### src/rtl/periph_bus_pkg.sv
// ---------------------------------------------------------------------------
// periph_bus_pkg
//   Shared definitions for the peripheral bus arbiter slice:
//   - FSM state encoding (IDLE / ACCESS / RESP)
//   - master indices (M0 = MIPS core, M1 = DMA/debug)
//   - bus widths and the default access timeout
//   - a small helper that returns the opposite master index
// ---------------------------------------------------------------------------
package periph_bus_pkg;

    typedef enum logic [1:0] {
        ST_IDLE   = 2'd0,
        ST_ACCESS = 2'd1,
        ST_RESP   = 2'd2
    } state_e;

    localparam logic M0 = 1'b0;
    localparam logic M1 = 1'b1;

    localparam int ADDR_W          = 32;
    localparam int DATA_W          = 32;
    localparam int DEFAULT_TIMEOUT = 16;

    // Index of the master that was not the given one.
    function automatic logic other_master(input logic idx);
        return ~idx;
    endfunction

endpackage

### src/rtl/periph_bus_arbiter_rr_arb2.sv
// ---------------------------------------------------------------------------
// rr_arb2
//   Combinational two-way picker.
//   Ports:
//     req[1:0]  in   live request levels, bit 0 = M0, bit 1 = M1
//     last_gnt  in   master granted by the previous completed transaction
//     rr_en     in   1 = alternate on a tie, 0 = M0 always wins a tie
//     gnt_idx   out  index of the selected master (meaningful when valid=1)
//     valid     out  at least one master is requesting
// ---------------------------------------------------------------------------
module rr_arb2
    import periph_bus_pkg::*;
(
    input  logic [1:0] req,
    input  logic       last_gnt,
    input  logic       rr_en,
    output logic       gnt_idx,
    output logic       valid
);

    // Select the winner from the request pattern and the priority mode.
    always_comb begin
        gnt_idx = M0;
        valid   = 1'b0;
        case (req)
            2'b01: begin
                gnt_idx = M0;
                valid   = 1'b1;
            end
            2'b10: begin
                gnt_idx = M1;
                valid   = 1'b1;
            end
            2'b11: begin
                valid = 1'b1;
                if (rr_en) begin
                    gnt_idx = other_master(last_gnt);
                end else begin
                    gnt_idx = M0;
                end
            end
            default: begin
                gnt_idx = M0;
                valid   = 1'b0;
            end
        endcase
    end

endmodule

### src/rtl/periph_bus_arbiter.sv
// ---------------------------------------------------------------------------
// periph_bus_arbiter
//   Shares the peripheral bus between M0 (MIPS core) and M1 (DMA/debug).
//   One transaction at a time: the winner's rw/addr/wdata are latched in
//   IDLE, driven on the bus during ACCESS until bus_ack or timeout, and the
//   result is returned to the winner as a one-cycle done pulse in RESP.
//
//   Parameters:
//     TIMEOUT      max ACCESS cycles without bus_ack before err (>= 2)
//     ROUND_ROBIN  1 = alternate priority on ties, 0 = M0 always wins
//   Ports:
//     clk, rst                    clock, synchronous active-high reset
//     m0_req/rw/addr/wdata        M0 request side
//     m0_rdata/done/err           M0 response (rdata/err qualified by done)
//     m1_*                        same for M1
//     bus_ce/rw/addr/wdata        peripheral bus command (all registered)
//     bus_rdata, bus_ack          peripheral response, sampled in ACCESS only
//     busy                        high in ACCESS and RESP
// ---------------------------------------------------------------------------
module periph_bus_arbiter
    import periph_bus_pkg::*;
#(
    parameter int TIMEOUT     = DEFAULT_TIMEOUT,
    parameter bit ROUND_ROBIN = 1'b1
) (
    input  logic              clk,
    input  logic              rst,

    input  logic              m0_req,
    input  logic              m0_rw,
    input  logic [ADDR_W-1:0] m0_addr,
    input  logic [DATA_W-1:0] m0_wdata,
    output logic [DATA_W-1:0] m0_rdata,
    output logic              m0_done,
    output logic              m0_err,

    input  logic              m1_req,
    input  logic              m1_rw,
    input  logic [ADDR_W-1:0] m1_addr,
    input  logic [DATA_W-1:0] m1_wdata,
    output logic [DATA_W-1:0] m1_rdata,
    output logic              m1_done,
    output logic              m1_err,

    output logic              bus_ce,
    output logic              bus_rw,
    output logic [ADDR_W-1:0] bus_addr,
    output logic [DATA_W-1:0] bus_wdata,
    input  logic [DATA_W-1:0] bus_rdata,
    input  logic              bus_ack,

    output logic              busy
);

    // One extra bit so TIMEOUT-1 is always representable; ACCESS exits at
    // TIMEOUT-1, so the counter never wraps.
    localparam int               CNT_W    = $clog2(TIMEOUT) + 1;
    localparam logic [CNT_W-1:0] CNT_LAST = CNT_W'(TIMEOUT - 1);
    localparam logic [CNT_W-1:0] CNT_ONE  = CNT_W'(1);

    state_e            state_r;
    logic              last_gnt_r;
    logic              gnt_r;
    logic [CNT_W-1:0]  cnt_r;

    logic              pick_idx_s;
    logic              pick_valid_s;
    logic              sel_rw_s;
    logic [ADDR_W-1:0] sel_addr_s;
    logic [DATA_W-1:0] sel_wdata_s;
    logic              finish_s;
    logic              resp_err_s;
    logic [DATA_W-1:0] resp_rdata_s;

    rr_arb2 u_rr_arb2 (
        .req      ({m1_req, m0_req}),
        .last_gnt (last_gnt_r),
        .rr_en    (ROUND_ROBIN),
        .gnt_idx  (pick_idx_s),
        .valid    (pick_valid_s)
    );

    // Route the winning master's command fields toward the bus latches.
    always_comb begin
        sel_rw_s    = 1'b0;
        sel_addr_s  = '0;
        sel_wdata_s = '0;
        if (pick_idx_s == M1) begin
            sel_rw_s    = m1_rw;
            sel_addr_s  = m1_addr;
            sel_wdata_s = m1_wdata;
        end else begin
            sel_rw_s    = m0_rw;
            sel_addr_s  = m0_addr;
            sel_wdata_s = m0_wdata;
        end
    end

    // ACCESS end condition and response payload; ack has priority over the
    // timeout, and writes or timeouts return zero data.
    always_comb begin
        finish_s     = bus_ack || (cnt_r == CNT_LAST);
        resp_err_s   = 1'b0;
        resp_rdata_s = '0;
        if (bus_ack) begin
            resp_err_s = 1'b0;
            if (bus_rw) begin
                resp_rdata_s = '0;
            end else begin
                resp_rdata_s = bus_rdata;
            end
        end else begin
            resp_err_s   = 1'b1;
            resp_rdata_s = '0;
        end
    end

    // Transaction FSM with latched command, timeout counter and registered
    // response outputs; done/err/rdata default to 0 every cycle so they
    // pulse for exactly the RESP cycle.
    always_ff @(posedge clk) begin
        if (rst) begin
            state_r    <= ST_IDLE;
            last_gnt_r <= M1;
            gnt_r      <= M0;
            cnt_r      <= '0;
            bus_ce     <= 1'b0;
            bus_rw     <= 1'b0;
            bus_addr   <= '0;
            bus_wdata  <= '0;
            busy       <= 1'b0;
            m0_done    <= 1'b0;
            m0_err     <= 1'b0;
            m0_rdata   <= '0;
            m1_done    <= 1'b0;
            m1_err     <= 1'b0;
            m1_rdata   <= '0;
        end else begin
            m0_done  <= 1'b0;
            m0_err   <= 1'b0;
            m0_rdata <= '0;
            m1_done  <= 1'b0;
            m1_err   <= 1'b0;
            m1_rdata <= '0;
            case (state_r)
                ST_IDLE: begin
                    if (pick_valid_s) begin
                        gnt_r     <= pick_idx_s;
                        bus_rw    <= sel_rw_s;
                        bus_addr  <= sel_addr_s;
                        bus_wdata <= sel_wdata_s;
                        bus_ce    <= 1'b1;
                        busy      <= 1'b1;
                        cnt_r     <= '0;
                        state_r   <= ST_ACCESS;
                    end else begin
                        bus_ce  <= 1'b0;
                        busy    <= 1'b0;
                        state_r <= ST_IDLE;
                    end
                end
                ST_ACCESS: begin
                    if (finish_s) begin
                        bus_ce  <= 1'b0;
                        state_r <= ST_RESP;
                        if (gnt_r == M1) begin
                            m1_done  <= 1'b1;
                            m1_err   <= resp_err_s;
                            m1_rdata <= resp_rdata_s;
                        end else begin
                            m0_done  <= 1'b1;
                            m0_err   <= resp_err_s;
                            m0_rdata <= resp_rdata_s;
                        end
                    end else begin
                        cnt_r <= cnt_r + CNT_ONE;
                    end
                end
                ST_RESP: begin
                    last_gnt_r <= gnt_r;
                    cnt_r      <= '0;
                    busy       <= 1'b0;
                    state_r    <= ST_IDLE;
                end
                default: begin
                    bus_ce  <= 1'b0;
                    busy    <= 1'b0;
                    cnt_r   <= '0;
                    state_r <= ST_IDLE;
                end
            endcase
        end
    end

endmodule

### config.mk
export PLATFORM = sky130hd
export DESIGN_NAME = periph_bus_arbiter
export DESIGN_NICKNAME = d
export VERILOG_FILES = /design/src/rtl/periph_bus_pkg.sv /design/src/rtl/periph_bus_arbiter_rr_arb2.sv /design/src/rtl/periph_bus_arbiter.sv
export SDC_FILE = /design/constraint.sdc
export NUM_CORES = 1
export LEC_CHECK = 0
export CAP_MARGIN = 20
export CORE_MARGIN = 2
export CORE_UTILIZATION = 41
export DETAILED_ROUTE_END_ITERATION = 16
export GPL_TIMING_DRIVEN = 1
export PLACE_DENSITY = 0.93
export SETUP_SLACK_MARGIN = 0.15
export SLEW_MARGIN = 40
export SYNTH_ARGS = -nofsm -noshare
export SYNTH_HDL_FRONTEND = slang
export SYNTH_SLANG_ARGS = --single-unit
### constraint.sdc
create_clock -name clk -period 3.5 [get_ports clk]
set_clock_uncertainty 0.15 [all_clocks]
set_input_delay 0.35 -clock clk [delete_from_list [all_inputs] [get_ports clk]]
set_output_delay 0.35 -clock clk [all_outputs]
set_load 0.02 [all_outputs]
==> impl_metrics.csv <==
group,metric,value,unit
grt,grt_usage,26.6,%
clock_tree,cts_setup_buffers,0,
cells_and_area,fillers,888,
critical_path,worst_ep_arrival_time,2.35,ns
route,drc_errors,0,
power_and_ir_drop,combPwrFrac,19.3,%
cells_and_area,register_area,2880,um^2
critical_path,critPathKind,"reg2reg",
critical_path,critical_path_required,3.69,ns
run_status,status,"completed",
route,drt-initial-drc-count,367,
power_and_ir_drop,seq_power_share,40.2,%
placement,gp_congestion,0.835,
route,viasPerCell,5.30,
timing,period_minus_slack,2.16,ns
placement,dp.final_hpwl,12800,um
cells_and_area,insertedDiodeCount,0,
logic_synthesis,syn_inst,581,
logic_synthesis,syn-num-nets,750,
timing,fmax,463,MHz
timing,slew_headroom,45.8,%
logic_synthesis,yosysSeqAreaShare,54.8,%
power_and_ir_drop,p_sw_share,26.6,%
cells_and_area,drive_gt1_share,6.00,%
logic_synthesis,synthesis.area,5260,um^2
timing,setup_viol,0,
logic_synthesis,yosys.area.top_type,"dfxtp_1",
critical_path,crit_path_start_kind,"flop",
route,wl,18800,um
power_and_ir_drop,leakage,3.63,nW
die,io_pins,302,
timing,slew_viol_final,0,
critical_path,worst-r2r-setup-slack,1.34,ns
power_and_ir_drop,p_sw,1.19,mW
clock_tree,cts_resized,0,
die,die_h,117,um
run,maxCapViolCount,0,
clock_tree,cts-root-buf,"clkbuf_16",
critical_path,cp-end-kind,"flop",
clock_tree,clk_pin_slew_worst_paths,0.06,ns
timing,rsz0062_at_grt,"no",
critical_path,crit_path_cell_trace,"ha_1 > and3_1 > ha_1 > nor2_1 > nor4b_4 > buf_4 > and3_1",
die,start_util,41.8,%
die,core,12600,um^2
cells_and_area,multi_input_area,2170,um^2
min_path,hold_class,"in2reg",
power_and_ir_drop,p_int,3.29,mW
route,drt_pass1_iterations,4,
logic_synthesis,avgSynthCellArea,9.05,um^2
clock_tree,clkLatencyLatePin,0.41,ns
critical_path,slowest_delay,0.45,ns
die,die_x,117,um
timing,period_share,61.7,%
critical_path,worstPathMaxFanout,16,
power_and_ir_drop,power,4.48,mW
logic_synthesis,synth_area_leaders,"dfxtp_1, a311oi_1, nand2_1",
timing,finalSetupTns,0,ns
timing,hold_viol,0,
logic_synthesis,synth_seq_cells,144,
route,dr_total_vias,5504,
grt,grt-ovfl-total,0,
clock_tree,cts_tree,"yes",
cells_and_area,fin_nets,1023,
clock_tree,clkSinkCount,144,
grt,antenna_found_initial,0,
power_and_ir_drop,ir_drop,0.279,mV
logic_synthesis,synth_cell_types,31,
grt,first_global_vias,5235,
clock_tree,cts_made_buffers,17,
route,postRouteAntennaNets,0,
grt,grt_pass1_wl,28200,um
die,rows,41,
timing,timing.hold.ws,0.0627,ns
cells_and_area,syn_to_final_growth,71.8,%
power_and_ir_drop,clkPwrFrac,40.5,%
route,post_drt_wl_per_cell,18.1,um
placement,portBuffers,301,
power_and_ir_drop,p_per_area,496,nW/um^2
timing,tightest_slew,0.811,ns
die,die-area,13700,um^2
clock_tree,holdBufCountCts,0,
clock_tree,cts_htree_levels,4,
grt,grt_max_degree,79,
clock_tree,cts_max_path_buffers,2,
logic_synthesis,ys.warnings.count,0,
logic_synthesis,synth_top_area_share,54.8,%
critical_path,cp_slowest_cell,"nor4b_4",
-- power groups by stage --
stage | Clock [mW] | Combinational (mW) | Sequential, mW
after global routing | 1.91 | 0.924 | 1.81
after global placement | 0 | 0.846 | 1.83
after CTS | 1.84 | 0.865 | 1.80
after floorplan | 0 | 0.278 | 1.94
after detailed placement | 0 | 0.859 | 1.83
final | 1.82 | 0.866 | 1.80
-- final timing paths --
path | startpoint | to | cells past startpoint
worst max-delay path | cnt_r[0]$_SDFFE_PP0P_ | m1_rdata[17]$_SDFF_PP0_ | 7
worst min-delay path | rst | m1_done$_SDFF_PP0_ | 2
worst max register to register | cnt_r[0]$_SDFFE_PP0P_ | m1_rdata[17]$_SDFF_PP0_ | 7
worst min register to register | cnt_r[4]$_SDFFE_PP0P_ | cnt_r[4]$_SDFFE_PP0P_ | 2
-- final cells by class --
cell class                      instances  area share [%]
Clock buffer                           20            5.17
Clock inverter                         11            1.45
Inverter                                3           0.125
Multi-Input combinational cell        375            24.0
Sequential cell                       144            31.9
Tap cell                              172            2.38
Timing Repair Buffer                  313            35.0
-- layout by cell type (no fill, tap or decap), types with 3 or more instances in the layout --
master	n
clkdlybuf4s50_1	300
o31ai_1	3
clkbuf_8	3
and3_1	65
a21oi_1	72
dfxtp_1	144
buf_4	6
nor2b_1	5
nand2_1	133
nor2_1	4
clkinv_4	3
buf_12	4
clkbuf_16	17
inv_1	3
a311oi_1	65
clkinvlp_4	3
-- worst max-delay path: cells and delay by family (launching register included) --
kind	cells	cell delay [ns]
adder cells (fa/ha/maj)	2	0.38
buffers and inverters	1	0.29
flip-flops	1	0.36
AND/OR/NAND/NOR	4	0.92
-- per-layer routing --
| metal | vias up | global-route usage (%) | wire length (um) |
|---|---|---|---|
| met2 | 281 | 43.8 | 9160 |
| met1 | 2551 | 31.1 | 7050 |
| li1 | 2628 | - | - |
| met5 | - | 0 | 0 |
| met3 | 44 | 10.2 | 2010 |
| met4 | 0 | 11.1 | 595 |
-- cell families (layout without fill, tap and decap cells) --
group / Yosys count / in the layout / share of synthesized area, %
and+or+nand+nor: 224 / 224 / 20.5
AOI/OAI and AO/OA: 149 / 149 / 19.4
DFF: 144 / 144 / 54.8
buffers and inverters: 62 / 347 / 4.88
adders and majority gates: 2 / 2 / 0.476
-- Yosys cell counts --
cell type	n
dfxtp_1	144
nand2_1	133
a21oi_1	72
a311oi_1	65
and3_1	65
clkbuf_1	33
buf_2	19
buf_1	7
nor2b_1	6
nor2_1	5
inv_1	3
nor3_1	3
o31ai_1	3
ha_1	2
o21ai_1	2
o41ai_1	2
or3_1	2
or4_1	2
a211o_1	1
a21bo_1	1
a21boi_1	1
nand2b_1	1
nand3_1	1
nand3b_1	1
nor4_2	1
nor4b_1	1
nor4b_2	1
o21a_1	1
o21ai_0	1
or2_1	1
or4b_1	1
-- sequential cells by signal (all words and copies together) (netlist names) --
signal	cells
bus_wdata	32
m1_done	1
bus_addr	32
bus_rw	1
m1_err	1
m0_rdata	32
m0_done	1
bus_ce	1
busy	1
state_r	2
m1_rdata	32
m0_err	1
cnt_r	5
last_gnt_r	1
gnt_r	1
-- per-stage QoR --
| step | setup slack, ns | std cells | util, % | area [um^2] |
|---|---|---|---|---|
| after floorplan | 1.52 | 581 | - | 5260 |
| after global placement | 0.931 | 1004 | 66.8 | 8400 |
| after detailed placement | 0.953 | 1006 | 67.0 | 8420 |
| after CTS | 1.35 | 1037 | 71.7 | 9020 |
| after global routing | 1.23 | 1038 | 71.9 | 9030 |
| final | 1.34 | 1038 | 71.9 | 9030 |
Note: power is estimated with default switching activity, not from simulation.
==> RTL change 1, RTL diff (config.mk and constraints unchanged) <==
The 3 states of `state_e` get a one-hot encoding in 3 bits.
--- a/src/rtl/periph_bus_pkg.sv
+++ b/src/rtl/periph_bus_pkg.sv
@@ -8,10 +8,10 @@
 // ---------------------------------------------------------------------------
 package periph_bus_pkg;
 
-    typedef enum logic [1:0] {
-        ST_IDLE   = 2'd0,
-        ST_ACCESS = 2'd1,
-        ST_RESP   = 2'd2
+    typedef enum logic [2:0] {
+        ST_IDLE   = 3'b001,
+        ST_ACCESS = 3'b010,
+        ST_RESP   = 3'b100
     } state_e;
 
     localparam logic M0 = 1'b0;
Function: no difference found for any inputs over 4 cycles, from zero or initial values and one cycle with rst high; so few cycles prove little.
==> RTL change 1 against the original RTL <==
First-iteration DRC count shrank 24%; sequential power grew 2%; synthesized area shrank 1.0%; wire length down 12%; sequential cell count up 1; power fell by 0.25%; largest cell class unchanged; final area decreased by 1.1%; setup slack worse by 170 ps.
==> RTL change 1: results (changes against the original RTL) <==
* Clk pin slew, worst setup/hold paths at 60 ps (about the same)
* Total CTS buffers at 17 (unchanged)
* Hold Crit Class: in2reg
* Cells after Synth at 494 (-15%)
* Fraction of layout cells with a size suffix above 1 at 6.758% (+0.75 points)
* Worst skew pair latency at 410 ps (about the same)
* Routed wire per std cell at 17.04 um (-6.0%)
* CTS H-Tree Depth at 4 (unchanged)
* Post-detail-place hpwl at 12210 um (-4.3%)
* Peak supply drop at 329.1 uV (+18%)
* Max Buffers Root-to-Sink at 2 (unchanged)
* Worst-path maximum fanout at 32 (+16)
* Number of distinct library cells after synthesis at 34 (+9.7%)
* Post-synthesis sequential area ratio at 55.76% (+0.94 points)
* Hold buffer count at CTS at 0 (unchanged)
* Total GRT Usage at 23.32% (-3.3 points)
* Synth cell count leaders: 145 x dfxtp_1, 73 x nor2_1, 66 x mux2i_1, 65 x a211oi_1, 56 x and2_1
* Via/cell ratio at 4.870 (-8.2%)
* Yosys warnings at 0 (unchanged)
* Static Leak at 3.399 nW (-6.3%)
* Global-route wire length before repair at 24050 um (-15%)
* Met3 GRT Util at 8.874% (-1.4 points)
* Port-buffer cells at 301 (unchanged)
* Routability cong. at 0.8284 (-0.75%)
* Status: finished clean
* Synth top area cells: dfxtp_1 56%, mux2i_1 13%, a211oi_1 9.4%, and2_1 6.7%, nor2_1 5.3%
* Initial antenna violation count at 0 (unchanged)
* Worst EP arrival at 2530 ps (+180 ps)
* Largest net degree at the start of global routing at 76 (-3.8%)
* Clk root buf: clkbuf_16
* M2 GR Usage at 41.04% (-2.8 points)
* Slew at the pin with the worst max-slew slack at 809.5 ps (-1.520 ps)
* Initial DRT Pass Iterations at 4 (unchanged)
* Slowest cell delay on critical path at 410 ps (-40 ps)
* Post-CTS Setup Bufs at 0 (unchanged)
* Vias in the first global route at 4711 (-10%)
* Worst path top cell family by delay: simple AND/OR/NAND/NOR gates
* Initial DRC count at 279 (-24%)
* Diodes inserted at 0 (unchanged)
* Non-Filler Instances at 971 (-6.5%)
* Post-synthesis async set-or-reset flop share at 0% (unchanged)
* CTS resizes at 0 (unchanged)
* Met1 Use GR at 24.03% (-7.0 points)
* Layout Nets at 955 (-6.6%)
* Commonest register cell after synthesis: dfxtp_1
* Slowest-stage cell, CP: or3_4
* Synth Net Count at 663 (-12%)
* Placed cell count at 939 (-6.7%)
RTL change 1: cell types whose count changed in the layout (fill, tap and decap cells not counted), moves of 9 or more:
cell      delta
nand2_1    -131
nor2_1      +69
a21oi_1     -67
mux2i_1     +66
a211oi_1    +65
a311oi_1    -65
and3_1      -64
and2_1      +56
and2_2       +9
RTL change 1: final timing paths:
kind	from	slack, ps	end	depth (start not counted)
worst max-delay path	cnt_r[0]$_SDFFE_PP0P_	1170	m0_rdata[0]$_SDFF_PP0_	8
worst min-delay path	rst	130	m0_err$_SDFF_PP0_	3
worst max register to register	cnt_r[0]$_SDFFE_PP0P_	1170	m0_rdata[0]$_SDFF_PP0_	8
worst min register to register	busy$_SDFFE_PP0P_	320	busy$_SDFFE_PP0P_	2
RTL change 1: stage by stage:
step / instance area, um^2 / setup slack, ps
after floorplan: 5206 / 1388
after global placement: 8351 / 1152
after CTS: 8932 / 1157
final: 8932 / 1170
after detailed placement: 8351 / 1070
after global routing: 8932 / 962.1
RTL change 1: cell families after synthesis:
group,count (synthesis),synth area share [%]
flops,145,55.76
mux,66,12.69
simple gates,160,16.49
buf+inv,39,3.172
fa+ha+maj,2,0.4806
compound gates,82,11.42
RTL change 1: metal layers:
layer / part of all wire (%) / vias up
li1: - / 2305
met1: 37 / 2166
met2: 50 / 218
met3: 9.2 / 40
met4: 3.6 / 0
met5: 0 / -
RTL change 1: final cells by class:
| class | instances | area, um^2 |
|---|---|---|
| Clock buffer | 21 | 480.5 |
| Clock inverter | 11 | 101.3 |
| Fill cell | 859 | 3585 |
| Inverter | 4 | 15.01 |
| Multi-Input combinational cell | 310 | 2157 |
| Sequential cell | 145 | 2903 |
| Tap cell | 172 | 215.2 |
| Timing Repair Buffer | 308 | 3060 |
RTL change 1: worst reg2reg max path: cells and delay by family (launching register included):
| kind | cells | cell delay, ps |
|---|---|---|
| flip-flops | 1 | 370 |
| adder cells (fa/ha/maj) | 2 | 350 |
| buffers and inverters | 1 | 300 |
| AND/OR/NAND/NOR | 5 | 1090 |
RTL change 1: report_power, final:
part           total (mW)  switching (mW)  internal [mW]
logic               0.893           0.424          0.469
clock network        1.74           0.687           1.05
registers            1.84          0.0699           1.77
total                4.47            1.18           3.29
==> RTL change 2, RTL diff (config.mk and constraints unchanged) <==
Without the edit above. Change the package constant `ADDR_W` from 32 to 28.
--- a/src/rtl/periph_bus_pkg.sv
+++ b/src/rtl/periph_bus_pkg.sv
@@ -17,7 +17,7 @@
     localparam logic M0 = 1'b0;
     localparam logic M1 = 1'b1;
 
-    localparam int ADDR_W          = 32;
+    localparam int ADDR_W          = 28;
     localparam int DATA_W          = 32;
     localparam int DEFAULT_TIMEOUT = 16;
 
Interface: changed (resized bus_addr, m0_addr and m1_addr); port bits go from 302 to 290. No check against the original RTL was run, so the function may have changed too.
==> RTL change 2 against the original RTL <==
Fmax rose by 3.1%; wire length fell by 7.6%; final area fell by 3.8%; critical path depth fell by 1; synthesized area fell by 2.7%; power fell by 4.9%; sequential cell count fell by 4; setup slack improved by 65 ps.
==> RTL change 2: results (changes against the original RTL) <==
* Post-detail-place hpwl at 12260 um (-3.9%)
* Compound-gate portion of the synthesized area at 18.90% (-0.46 points)
* Worst skew pair latency at 400 ps
* Hold endpoint: gnt_r$_SDFFE_PP0P_
* Largest net degree at the start of global routing at 58 (-27%)
* Worst relative slew slack at 49.96% (+4.2 points)
* Number of distinct library cells after synthesis at 32 (+3.2%)
* Pre-CTS setup slack at 1040 ps (+86.75 ps)
* Initial DRT Pass Iterations at 6 (+2)
* Total GRT Usage at 25.55% (-1.1 points)
* Worst EP arrival at 2250 ps (-100 ps)
* Post-synthesis sequential area ratio at 54.78% (about the same)
* Fraction of layout cells with a size suffix above 1 at 5.776% (-0.23 points)
* Status: finished clean
* Post-Synth Adder-Cell Area at 0.4891% (+0.013 points)
* Area after DPL at 0.008129 mm^2 (-3.4%)
* R2R Path End: cnt_r[4]$_SDFFE_PP0P_
* Fill count at 870 (-2.0%)
* Via/cell ratio at 5.270 (-0.61%)
* Vias in the first global route at 5136 (-1.9%)
* Synth Area in XOR/XNOR at 0% (unchanged)
* Synth top area cells: dfxtp_1 55%, a311oi_1 10%, nand2_1 9.2%, and3_1 7.9%, a21oi_1 6.7%
* Initial DRC count at 384 (+4.6%)
* Syn_area_per_cell at 9.185 um^2 (+1.5%)
* Hold Crit Class: in2reg
* Total CTS buffers at 17 (unchanged)
* Placed cell count at 968 (-3.8%)
* Total number of vias at 5270 (-4.3%)
* Peak supply drop at 338.9 uV (+21%)
* Routability cong. at 0.8253 (-1.1%)
* Routed wire per std cell at 17.38 um (-4.1%)
* Yosys warnings at 0 (unchanged)
* Finished Cell Area at 0.008692 mm^2 (-3.8%)
* Layout Nets at 980 (-4.2%)
* Synth cell count leaders: 140 x dfxtp_1, 125 x nand2_1, 68 x a21oi_1, 65 x and3_1, 61 x a311oi_1
* Static Leak at 3.490 nW (-3.8%)
* Synth Net Count at 718 (-4.3%)
* Reg-to-reg slack, setup at 1400 ps (+70 ps)
* Post-CTS Setup Bufs at 0 (unchanged)
* Global-route wire length before repair at 26710 um (-5.3%)
* Worst-path maximum fanout at 4 (-12)
* Reg2Reg Depth at 6 (-1)
* Port-buffer cells at 289 (-4.0%)
## RTL change 2: layout make-up
class | count | area share (%)
clock buffer | 21 | 5.412
multi-input combinational | 359 | 23.98
inverter | 3 | 0.1296
antenna | 1 | 0.02879
sequential | 140 | 32.24
tap | 168 | 2.418
timing repair buffer | 298 | 34.75
clock inverter | 10 | 1.036
## RTL change 2: worst max-delay path by stage
stage                           from                         end  slack, ps  cells after the start
2_1_floorplan  cnt_r[0]$_SDFFE_PP0P_       cnt_r[4]$_SDFFE_PP0P_       1520                      6
3_3_place_gp                  m0_req  bus_wdata[12]$_SDFFE_PP0P_       1120                      5
3_5_place_dp                  m1_req   bus_addr[21]$_SDFFE_PP0P_       1040                      5
4_1_cts        cnt_r[0]$_SDFFE_PP0P_       cnt_r[4]$_SDFFE_PP0P_       1400                      6
5_1_grt        cnt_r[0]$_SDFFE_PP0P_     m1_rdata[21]$_SDFF_PP0_       1280                      7
6_report       cnt_r[0]$_SDFFE_PP0P_       cnt_r[4]$_SDFFE_PP0P_       1400                      6
## RTL change 2: per-stage QoR
step | util [%] | hold slack, ps
after floorplan | - | 271.6
after global placement | 67.10 | 316.4
after detailed placement | 67.12 | 320.5
after CTS | 71.75 | 271.7
after global routing | 71.75 | 293.1
final | 71.77 | 284.0
## RTL change 2: logic make-up (layout without fill, tap and decap cells)
family,Yosys count,after routing
simple gates,216,216
buf+inv,58,332
compound gates,141,141
other cells,0,1
flops,140,140
fa+ha+maj,2,2
## RTL change 2: per-layer routing
metal	up-vias	routed length, um	GRT usage, %
met5	-	0	0
met1	2442	6471	28.51
li1	2526	-	-
met3	43	1718	9.780
met2	259	8687	43.74
met4	0	498	10.79
## RTL change 2: worst max-delay path: stages, from the launching register on
cell and delay [ps]:
dfxtp_1 330, ha_1 220, and3_1 180, ha_1 210
or4b_1 520, or3_1 320, o41ai_1 60
## RTL change 2: power breakdown
group	switching (mW)	internal [mW]	leakage (nW)
sequential	0.0564	1.69	1.15
clock	0.670	1.03	0.272
combinational	0.398	0.419	2.07
